**src/rtl/my_pkg.sv**
```systemverilog
// Shared types for the execute/writeback path: unit identifiers, writeback
// queue entry layout and the hard-wired zero register.
package my_pkg;

    typedef enum logic [1:0] {
        UNIT_LOGIC = 2'd0,
        UNIT_ADD   = 2'd1,
        UNIT_SHIFT = 2'd2,
        UNIT_RSVD  = 2'd3
    } unit_e;

    typedef struct packed {
        logic [4:0]  rd;
        logic [31:0] data;
    } wb_entry_t;

    localparam logic [4:0] REG_ZERO = 5'd0;

endpackage

```
**src/rtl/wb_fifo.sv**
```systemverilog
// Show-ahead FIFO with synchronous reset and occupancy output.
// Pointers carry one extra wrap bit so full and empty are told apart by the MSB.
module wb_fifo #(
    parameter int unsigned WIDTH = 37,
    parameter int unsigned DEPTH = 4
) (
    input  logic                     clk,
    input  logic                     reset,
    input  logic                     push,
    input  logic [WIDTH-1:0]         din,
    input  logic                     pop,
    output logic [WIDTH-1:0]         dout,
    output logic                     valid,
    output logic [$clog2(DEPTH):0]   count
);

    localparam int unsigned AW = $clog2(DEPTH);

    logic [WIDTH-1:0] r_mem [DEPTH];
    logic [AW:0]      r_wr_ptr;
    logic [AW:0]      r_rd_ptr;
    logic             w_empty;
    logic             w_full;
    logic             w_push;
    logic             w_pop;

    assign w_empty = (r_wr_ptr == r_rd_ptr);
    assign w_full  = (r_wr_ptr[AW] != r_rd_ptr[AW]) &&
                     (r_wr_ptr[AW-1:0] == r_rd_ptr[AW-1:0]);
    assign w_push  = push & ~w_full;
    assign w_pop   = pop & ~w_empty;

    always_ff @(posedge clk) begin
        if (reset) begin
            r_wr_ptr <= '0;
            r_rd_ptr <= '0;
        end else begin
            if (w_push) r_wr_ptr <= r_wr_ptr + (AW+1)'(1);
            if (w_pop)  r_rd_ptr <= r_rd_ptr + (AW+1)'(1);
        end
    end

    always_ff @(posedge clk) begin
        if (w_push) r_mem[r_wr_ptr[AW-1:0]] <= din;
    end

    assign dout  = r_mem[r_rd_ptr[AW-1:0]];
    assign valid = ~w_empty;
    assign count = r_wr_ptr - r_rd_ptr;

endmodule

```
**src/rtl/exec_writeback_collector.sv**
```systemverilog
// Books each issued op's writeback slot by unit latency, captures the unit result
// on the cycle it emerges and queues {rd, data} for the register file.
module exec_writeback_collector
    import my_pkg::*;
#(
    parameter int unsigned LAT_LOGIC  = 3,
    parameter int unsigned LAT_ADD    = 2,
    parameter int unsigned LAT_SHIFT  = 1,
    parameter int unsigned MAX_LAT    = 8,
    parameter int unsigned FIFO_DEPTH = 4
) (
    input  logic        clk,
    input  logic        reset,
    input  logic        issue_valid,
    output logic        issue_ready,
    input  logic [1:0]  issue_unit,
    input  logic [4:0]  issue_rd,
    input  logic [31:0] logic_result,
    input  logic [31:0] adder_result,
    input  logic [31:0] shift_result,
    output logic        wb_valid,
    input  logic        wb_ready,
    output logic [4:0]  wb_rd,
    output logic [31:0] wb_data,
    output logic [3:0]  inflight
);

    localparam int unsigned CW = $clog2(FIFO_DEPTH) + 1;

    logic [MAX_LAT:1] r_resv;
    logic [MAX_LAT:1] w_resv_sh;
    logic [MAX_LAT:1] w_lat_oh;
    logic [4:0]       r_trk_rd      [1:MAX_LAT];
    logic [4:0]       w_trk_rd_sh   [1:MAX_LAT];
    unit_e            r_trk_unit    [1:MAX_LAT];
    unit_e            w_trk_unit_sh [1:MAX_LAT];
    logic [3:0]       r_inflight;

    unit_e            w_unit;
    int unsigned      w_lat;
    logic             w_slot_busy;
    logic [31:0]      w_used;
    logic             w_book;
    logic             w_cap;
    logic             w_push;
    logic             w_pop;
    logic [31:0]      w_cap_data;
    wb_entry_t        w_push_entry;
    wb_entry_t        w_head;
    logic             w_fifo_valid;
    logic [CW-1:0]    w_fifo_count;

    assign w_unit = unit_e'(issue_unit);

    // Reserved unit id follows the LOGIC latency for slot checking.
    always_comb begin
        w_lat    = LAT_LOGIC;
        w_lat_oh = '0;
        case (w_unit)
            UNIT_ADD:   w_lat = LAT_ADD;
            UNIT_SHIFT: w_lat = LAT_SHIFT;
            default:    w_lat = LAT_LOGIC;
        endcase
        for (int unsigned k = 1; k <= MAX_LAT; k++) begin
            w_lat_oh[k] = (k == w_lat);
        end
    end

    always_comb begin
        w_resv_sh              = {1'b0, r_resv[MAX_LAT:2]};
        w_trk_rd_sh[MAX_LAT]   = REG_ZERO;
        w_trk_unit_sh[MAX_LAT] = UNIT_LOGIC;
        for (int unsigned k = 1; k < MAX_LAT; k++) begin
            w_trk_rd_sh[k]   = r_trk_rd[k+1];
            w_trk_unit_sh[k] = r_trk_unit[k+1];
        end
    end

    // Credit counts only registered occupancy; a pop this cycle is not credited.
    assign w_slot_busy = |(w_resv_sh & w_lat_oh);
    assign w_used      = 32'(r_inflight) + 32'(w_fifo_count);
    assign issue_ready = ~reset & ~w_slot_busy & (w_used < FIFO_DEPTH);
    assign w_book      = issue_valid & issue_ready & (w_unit != UNIT_RSVD);

    assign w_cap = r_resv[1];

    always_comb begin
        w_cap_data = logic_result;
        case (r_trk_unit[1])
            UNIT_ADD:   w_cap_data = adder_result;
            UNIT_SHIFT: w_cap_data = shift_result;
            default:    w_cap_data = logic_result;
        endcase
    end

    assign w_push       = w_cap & (r_trk_rd[1] != REG_ZERO);
    assign w_push_entry = '{rd: r_trk_rd[1], data: w_cap_data};
    assign w_pop        = w_fifo_valid & wb_ready;

    always_ff @(posedge clk) begin
        if (reset) begin
            r_resv     <= '0;
            r_inflight <= '0;
            for (int unsigned k = 1; k <= MAX_LAT; k++) begin
                r_trk_rd[k]   <= REG_ZERO;
                r_trk_unit[k] <= UNIT_LOGIC;
            end
        end else begin
            r_resv <= w_resv_sh | (w_book ? w_lat_oh : '0);
            for (int unsigned k = 1; k <= MAX_LAT; k++) begin
                if (w_book && w_lat_oh[k]) begin
                    r_trk_rd[k]   <= issue_rd;
                    r_trk_unit[k] <= w_unit;
                end else begin
                    r_trk_rd[k]   <= w_trk_rd_sh[k];
                    r_trk_unit[k] <= w_trk_unit_sh[k];
                end
            end
            case ({w_book, w_cap})
                2'b10:   r_inflight <= r_inflight + 4'd1;
                2'b01:   r_inflight <= r_inflight - 4'd1;
                default: r_inflight <= r_inflight;
            endcase
        end
    end

    wb_fifo #(
        .WIDTH ($bits(wb_entry_t)),
        .DEPTH (FIFO_DEPTH)
    ) u_fifo (
        .clk   (clk),
        .reset (reset),
        .push  (w_push),
        .din   (w_push_entry),
        .pop   (w_pop),
        .dout  (w_head),
        .valid (w_fifo_valid),
        .count (w_fifo_count)
    );

    assign wb_valid = w_fifo_valid & ~reset;
    assign wb_rd    = reset ? REG_ZERO : w_head.rd;
    assign wb_data  = reset ? '0 : w_head.data;
    assign inflight = reset ? '0 : r_inflight;

endmodule
```
**config.mk**
```make
export PLATFORM = sky130hd
export DESIGN_NAME = exec_writeback_collector
export DESIGN_NICKNAME = d
export VERILOG_FILES = /design/src/rtl/my_pkg.sv /design/src/rtl/wb_fifo.sv /design/src/rtl/exec_writeback_collector.sv
export SDC_FILE = /design/constraint.sdc
export NUM_CORES = 1
export LEC_CHECK = 0
export CORE_MARGIN = 3
export CORE_UTILIZATION = 38
export DETAILED_ROUTE_END_ITERATION = 10
export PLACE_DENSITY_LB_ADDON = 0.08
export REMOVE_ABC_BUFFERS = 1
export SKIP_CTS_REPAIR_TIMING = 1
export SKIP_LAST_GASP = 1
export SYNTH_ARGS = -nofsm -noshare
export SYNTH_HDL_FRONTEND = slang
export SYNTH_SLANG_ARGS = --single-unit
```
**constraint.sdc**
```tcl
create_clock -name clk -period 6.69 [get_ports clk]
set_clock_uncertainty 0.2 [all_clocks]
set_input_delay 1.338 -clock clk [delete_from_list [all_inputs] [get_ports clk]]
set_output_delay 1.338 -clock clk [all_outputs]
set_load 0.05 [all_outputs]
```
* Yosys cells after proc, flatten, opt, wreduce, memory -nomap -nowiden *
Memories as Yosys holds them, arrays and structs flattened. A register that Yosys moved wholly into a read port is not among the register bits.
Cells that the tools add are included.

operators by class
  add/subtract/negate cells = 6
  order comparisons = 1
  eq/ne operators = 18
  muxes and demuxes = 93
  bitwise gates (word level) = 47
  reduce and logical (&&, ||, !) cells = 12

operators by type and width
  operator             count
  $eq 3x32->1 const A  4
  $mux 5               17
  $eq 2x32->1 const A  2
  $pmux 32 s2          1
  $mux 1               52
  $mux 2               18
  $eq 1x32->1 const A  1
  $eq 4x32->1 const A  1
  $mux 32              1
  $or 1x1->1           32
  $and 1x1->1          9
  $logic_and 1x1->1    9
  $and 7x8->8          1
  $mux 8               1
  $or 7x8->8           1
  $pmux 4 s2           1
  $reduce_or 8->1      1
  $add 3x1->3 const B  2
  $eq 2x1->1 const B   3
  $eq 2x2->1 const B   3
  $add 4x3->5          1
  $lt 5x3->1 const B   1
  $reduce_bool 5->1    1
  $add 4x1->4 const B  1
  10 further kinds     13

storage, ports and cells
  flip-flop bits (word level) = 18
  memory bits (writable) = 204
  input port bits = 107
  output and inout bits = 43
  memories kept = 3

memory list
  memory        depth  width  read ports  clocked after memory_dff  wr ports  line                            text
  u_fifo.r_mem  4      37     1           1                         1         wb_fifo.sv:19                   logic [WIDTH-1:0] r_mem [DEPTH];
  r_trk_rd      8      5      8           0                         8         exec_writeback_collector.sv:33  logic [4:0] r_trk_rd [1:MAX_LAT];
  r_trk_unit    8      2      8           0                         8         exec_writeback_collector.sv:35  unit_e r_trk_unit [1:MAX_LAT];

* Longest topological paths before layout *
Gate-level depths: netlist of the first run.

  depth in word-level cells = 16
  depth in mapped cells = 16
  mapped depth without buffers = 16

* Cells and area by module *
From an unflattened synthesis of the first run, not the netlist that was laid out.

second synthesis, totals
  cell total of the unflattened synthesis = 535
  area, all modules = 8291.7 um2

by module, submodules not included
  module                    instances  cells each  area an instance (um2)
  wb_fifo                   1          259         5935.7
  exec_writeback_collector  1          276         2356.0

* Least setup slack after synthesis of the first run *
OpenSTA, ideal clock, no wires.

  path type = register to register
  start point = reg u_fifo.r_wr_ptr[0]
  end point = reg u_fifo.r_wr_ptr[2]
  setup time = 0.123 ns
  arrival = 4.308 ns
  data required time = 6.367 ns
  slack = 2.059 ns
  cell stages (with the launch flop) = 7
  path buffers = 0
  cell sequence = dfxtp_1 > inv_1 > ha_1 > nand2_1 > o21ai_0 > a211oi_1 > mux2_2

between the ends
  cells in the longest elaborated chain, start to end = 4

RTL lines
  what                                                 line           text
  from (decl)                                          wb_fifo.sv:20  logic [AW:0] r_wr_ptr;
  from (signal assigned)                               wb_fifo.sv:38  if (w_push) r_wr_ptr <= r_wr_ptr + (AW+1)'(1);
  branches (longest 4 deep; another with $add 3x1->3)  n/a

Parallel ways; which one is timed is not known.
A chain may end at the register's enable or synchronous reset.

* Worst setup path in the final report of the first run *
  start point = in issue_unit[0]
  end point = out issue_ready

between the ends
  cells in the longest elaborated chain, start to end = 8

RTL lines
  what                                             line                            text
  from (decl)                                      exec_writeback_collector.sv:16  input logic [1:0] issue_unit,
  $eq 2x2->1 / $eq 2x1->1 (equally long branches)  exec_writeback_collector.sv:59  case (w_unit)
  $pmux 2 s2 (*)                                   exec_writeback_collector.sv:59
  $eq 1x32->1, or another cell as far along        exec_writeback_collector.sv:65  w_lat_oh[k] = (k == w_lat);
  $and 7x8->8 (*)                                  exec_writeback_collector.sv:80  assign w_slot_busy = |(w_resv_sh & w_lat_oh);
  $reduce_or 8->1 (*)                              exec_writeback_collector.sv:80
  $not 1->1 (*)                                    exec_writeback_collector.sv:82  assign issue_ready = ~reset & ~w_slot_busy & (w_used < FIFO_DEPTH);
  $and 1x1->1 (*) (2 in series)                    exec_writeback_collector.sv:82
  to (decl)                                        exec_writeback_collector.sv:15  output logic issue_ready,

Every way passes the cells marked *; elsewhere a longest branch is shown, timed or not.

==> flow_summary.json, run 1 <==
{
  "ys.flop_type": "edfxtp_1",
  "fillCellCount": 1743,
  "drtIter0Drc": 207,
  "synth_top_area_share": 0.623,
  "start_util": 0.395,
  "status": "complete, no violations",
  "required_ps": 5150,
  "ir_worst_vdd_mv": 0.186,
  "setup_viol": 0,
  "worst_hold_slack_ps": 250,
  "vias": 4704,
  "dieArea_sq_um": 23200,
  "fin_crit_sh": 0.776,
  "rows": 52,
  "drcViolationCount": 0,
  "wl_per_cell_um": 17.2,
  "dp.cells": 931,
  "synthTopCellsByArea": "edfxtp_1 62%, mux4_2 10%, dfxtp_1 3.7%, nor2b_1 3.5%, a22oi_1 3.0%",
  "min_period_ps": 5190,
  "syn_inst": 519,
  "fin_area_sq_um": 10500,
  "drt-total-wl_mm": 16.6,
  "die_h_um": 152,
  "p_per_area_nw_per_um2": 256,
  "clkTransAtPathRegs_ps": 70,
  "synth-seq-cells": 184,
  "antenna_found_initial": 0,
  "fin_cells": 963,
  "hpwlAfterDp_mm": 10.5,
  "avgViaCountPerCell": 4.88,
  "p_leak_nw": 3.58,
  "port_buffers": 149,
  "clk_latency_ps": 420,
  "hold_viol": 0,
  "gp_congestion": 0.759,
  "antenna_left": 0,
  "fp.dieW_um": 152,
  "layout.nets": 806,
  "fmax_mhz": 193,
  "grt_pass1_vias": 5018,
  "async_flop_share": 0,
  "grt_pass1_wl_mm": 26.7,
  "fin_tns_setup_ps": 0,
  "syn_area_sq_um": 8140,
  "yosysUniqueCellTypes": 36,
  "rsz0062_at_grt": "no",
  "tightest_slew_ps": 1050,
  "maxSlewViolCount": 0,
  "ys_seq_area_frac": 0.660,
  "num_io_pins": 150,
  "synth_top_cell_by_area": "edfxtp_1",
  "placeableCoreArea_sq_um": 20600,
  "synth_edf_count": 169,
  "place_area_sq_um": 9950,
  "power_mw": 2.68,
  "cts.sinks": 184,
  "drv_cap": 0,
  "cp_max_fo": 4,
  "root_buffer": "clkbuf_16",
  "grt_usage": 0.146,
  "grt_remaining_overflow": 0,
  "diodes": 0,
  "hold_class": "reg2reg",
  "htreeDepth": 4,
  "worst_ep_arrival_time_ps": 3650,
  "synth_common_cells": "169 x edfxtp_1, 46 x nor2b_1, 37 x mux4_2, 36 x o21ai_0, 35 x nand2_1",
  "drive_gt1_frac": 0.141,
  "endpoint_kind": "primary output",
  "ys_warn_count": 0,
  "cts_tree": "yes",
  "path_class": "in2out",
  "synth.avg_cell_area_sq_um": 15.7,
  "clockBufferDepth": 2,
  "dr.pass1.iters": 5,
  "grt_max_degree": 65,
  "cts_made_buffers": 17,
  "slew_headroom": 0.298,
  "startpoint_type": "primary input",
  "synth_most_common_cell": "edfxtp_1",
  "area_delta_synth_final_pct": 29.1
}
[cell usage in the layout, fill, tap and decap left out, types with 2 or more instances in the layout]
cell type / count
a21oi_1: 4
a22oi_1: 32
and2_1: 8
and2_2: 4
and2b_1: 5
buf_4: 4
clkbuf_16: 17
clkdlybuf4s50_1: 148
clkinv_4: 3
clkinvlp_4: 3
conb_1: 21
dfxtp_1: 13
dfxtp_2: 2
edfxtp_1: 169
fa_1: 2
ha_1: 16
inv_1: 14
inv_6: 4
inv_8: 4
mux2_2: 13
mux2i_1: 7
mux4_2: 37
nand2_1: 35
nand2b_1: 6
nand3_4: 2
nor2_1: 18
nor2b_1: 46
o21ai_0: 36
xnor2_1: 2
xor2_1: 5
[final cells by class]
class | instances | area (sq um) | share of cell area
Multi-Input combinational cell | 310 | 2660 | 0.253
Clock buffer | 18 | 429 | 0.0409
Tap cell | 270 | 338 | 0.0322
Inverter | 14 | 52.6 | 0.00500
Clock inverter | 14 | 129 | 0.0123
Sequential cell | 184 | 5380 | 0.512
Timing Repair Buffer | 153 | 1520 | 0.144
[cell families after synthesis]
family | count (synthesis) | share of synthesized area
DFF | 184 | 0.660
and+or+nand+nor | 129 | 0.0890
AOI/OAI and AO/OA | 77 | 0.0586
muxes | 57 | 0.129
buffers and inverters | 45 | 0.0241
adders and majority gates | 19 | 0.0310
xor gates and xnor gates | 7 | 0.00753
other | 1 | 0.000461
[routing by layer]
metal | GRT usage | share of wire | routed length [um]
met5 | 0 | 0 | 0
met4 | 0.0334 | 0.0070 | 116
met3 | 0.0420 | 0.050 | 832
met2 | 0.252 | 0.51 | 8410
met1 | 0.185 | 0.44 | 7210
[critical path, cell delays in order]
cell,delay (ps)
clkdlybuf4s50_1,520
inv_1,100
ha_1,250
a211oi_1,310
and2_1,180
and2_2,150
clkdlybuf4s50_1,800
[worst paths after layout]
| check | to | slack, ps | startpoint | depth (start not counted) |
|---|---|---|---|---|
| setup / recovery | issue_ready | 1500 | issue_unit[0] | 7 |
| hold / removal | r_resv[2]$_SDFF_PP0_ | 250 | r_resv[3]$_SDFF_PP0_ | 2 |
| setup reg to reg | r_inflight[3]$_SDFFE_PP0P_ | 2620 | u_fifo.r_wr_ptr[0]$_SDFFE_PP0P_ | 15 |
| hold reg to reg | r_resv[2]$_SDFF_PP0_ | 250 | r_resv[3]$_SDFF_PP0_ | 2 |
[stage by stage]
step	util	setup WS (ps)
2_1_floorplan	-	2060
3_3_place_gp	0.482	1590
3_5_place_dp	0.482	1510
4_1_cts	0.509	1500
5_1_grt	0.509	1390
6_report	0.509	1500
[registers in the layout, indices dropped and copies added (netlist names), named ones only]
register and count:
r_resv 3, u_fifo.r_wr_ptr 3, u_fifo.r_mem 148, r_trk_unit 6, r_inflight 4, r_trk_rd 15
u_fifo.r_rd_ptr 3
[where the power goes]
part / internal, mW / total [mW] / switching (mW)
clock: 0.492 / 0.936 / 0.444
combinational: 0.193 / 0.417 / 0.224
sequential: 1.31 / 1.33 / 0.0266
(Power assumes the default switching activity.)
==> run 2, diff against run 1 <==
- clock period: 6.69 -> 5 ns (I/O delays scaled with it)
==> run 2 against run 1 <==
  * Sequential share of layout area decreased by 0.18 points
  * Wire length increased by 0.86%
  * Non-clock buffer count increased by 2
  * Hold slack improved by 5.3 ps
  * Combinational power increased by 36%
  * Flip-flop and latch count unchanged
  * Register-to-register slack got worse by 1600 ps
  * Worst setup slack got worse by 1200 ps
  * Cell area increased by 0.35%
  * Sequential power increased by 34%
  * Clock power increased by 35%
  * Utilization increased by 0.18 points
  * Critical path type is now reg2out
  * Critical endpoint unchanged
  * Largest power group unchanged
==> flow_summary.json, run 2 (same netlist as run 1, synthesis figures left out) <==
{
  "drt-total-wl_mm": 16.7,
  "fin_area_sq_um": 10500,
  "endpoint_kind": "primary output",
  "area_delta_synth_final_pct": 29.5,
  "p_sw_frac": 0.260,
  "layout_commonest_cell": "edfxtp_1",
  "hpwlAfterDp_mm": 10.8,
  "clkTransAtPathRegs_ps": 70,
  "num_io_pins": 150,
  "pwr-share-clk": 0.349,
  "grt_usage": 0.146,
  "antenna_found_initial": 0,
  "min_period_ps": 4690,
  "path_class": "reg2out",
  "htreeDepth": 4,
  "cts_made_buffers": 17,
  "clockBufferDepth": 2,
  "grt_max_degree": 65,
  "fin_tns_setup_ps": 0,
  "largest_reg_flops": 148,
  "p_comb_frac": 0.158,
  "required_ps": 3800,
  "place_area_sq_um": 9970,
  "drv_cap": 0,
  "crit_chain": "inv_1 > ha_1 > inv_1 > fa_1 > xnor2_1 > ha_1 > nor4_4 > and2_2 > clkdlybuf4s50_1",
  "grt_remaining_overflow": 0,
  "layout_common_cells": "169 x edfxtp_1, 148 x clkdlybuf4s50_1, 46 x nor2b_1, 37 x mux4_2, 36 x o21ai_0",
  "p_sw_uw": 938,
  "setup_viol": 0,
  "final_util": 0.511,
  "placeableCoreArea_sq_um": 20600,
  "wl_per_cell_um": 17.3,
  "p_per_area_nw_per_um2": 342,
  "fp.dieW_um": 152,
  "worst_ep_arrival_time_ps": 3490,
  "dp.cells": 933,
  "root_buffer": "clkbuf_16",
  "hold_viol": 0,
  "startpoint_type": "flop",
  "grt_pass1_vias": 4963,
  "p_seq_frac": 0.493,
  "gp_congestion": 0.759,
  "critPathSlowestCell": "clkdlybuf4s50_1",
  "drcViolationCount": 0,
  "vias": 4675,
  "drtIter0Drc": 221,
  "slew_headroom": 0.301,
  "clk_latency_ps": 410,
  "fin_cells": 964,
  "antenna_left": 0,
  "dr.pass1.iters": 5,
  "tightest_slew_ps": 1050,
  "drive_gt1_frac": 0.144,
  "hold_class": "reg2reg",
  "port_buffers": 149,
  "fin_crit_sh": 0.938,
  "layout.nets": 808,
  "ir_worst_vdd_mv": 0.223,
  "cp_top_family": "buffers and inverters",
  "avgViaCountPerCell": 4.85,
  "status": "complete, no violations",
  "cts.sinks": 184,
  "maxSlewViolCount": 0,
  "die_h_um": 152,
  "p_leak_nw": 3.60,
  "fmax_mhz": 213,
  "p_int_mw": 2.66,
  "rsz0062_at_grt": "no",
  "diodes": 0,
  "start_util": 0.395,
  "cp_max_fo": 4,
  "worst_hold_slack_ps": 255,
  "cpPeakStageDelay_ps": 800,
  "critPathBufInv": 3,
  "cts_tree": "yes",
  "dieArea_sq_um": 23200,
  "rows": 52,
  "grt_pass1_wl_mm": 26.6
}
run 2: worst paths after layout:
path	from	to	slack (ps)	depth (start not counted)
worst max register to register	u_fifo.r_wr_ptr[0]$_SDFFE_PP0P_	r_inflight[3]$_SDFFE_PP0P_	980	15
worst min register to register	r_resv[2]$_SDFF_PP0_	r_resv[1]$_SDFF_PP0_	260	2
worst min-delay path	r_resv[2]$_SDFF_PP0_	r_resv[1]$_SDFF_PP0_	260	2
worst max-delay path	u_fifo.r_wr_ptr[0]$_SDFFE_PP0P_	issue_ready	310	9
run 2: stage by stage:
stage | worst slack, ps | total power [mW]
floorplan | 369 | 2.15
global placement | 582 | 2.38
detailed placement | 514 | 2.39
CTS | 282 | 3.65
global route | 47.5 | 3.77
finish | 310 | 3.60
run 2: final cells by class:
class / instances / area (sq um)
Tap cell: 270 / 338
Inverter: 14 / 52.6
Multi-Input combinational cell: 310 / 2660
Timing Repair Buffer: 155 / 1540
Fill cell: 1757 / 10100
Clock buffer: 17 / 425
Sequential cell: 184 / 5380
Clock inverter: 14 / 141
run 2: worst reg2reg max path: stages (launching register included):
cell,delay (ps)
dfxtp_1,340
inv_1,130
ha_1,170
inv_1,50
fa_1,420
xnor2_1,200
ha_1,280
nor4_4,440
and2_2,240
nand2_1,50
ha_1,230
ha_1,280
a21o_1,170
a21oi_1,160
mux2i_1,200
mux2_2,340
run 2: layer usage:
layer,vias up,part of all wire,global-route usage
met4,0,0.0067,0.0308
met2,116,0.51,0.256
met5,-,0,0
met1,2283,0.43,0.179
li1,2267,-,-
met3,9,0.053,0.0429
run 2: power groups by stage:
stage	registers, mW	logic (mW)	clock network [mW]
global route	1.78	0.619	1.37
global placement	1.81	0.566	0
finish	1.78	0.569	1.26
detailed placement	1.81	0.576	0
CTS	1.78	0.578	1.30
floorplan	1.81	0.338	0
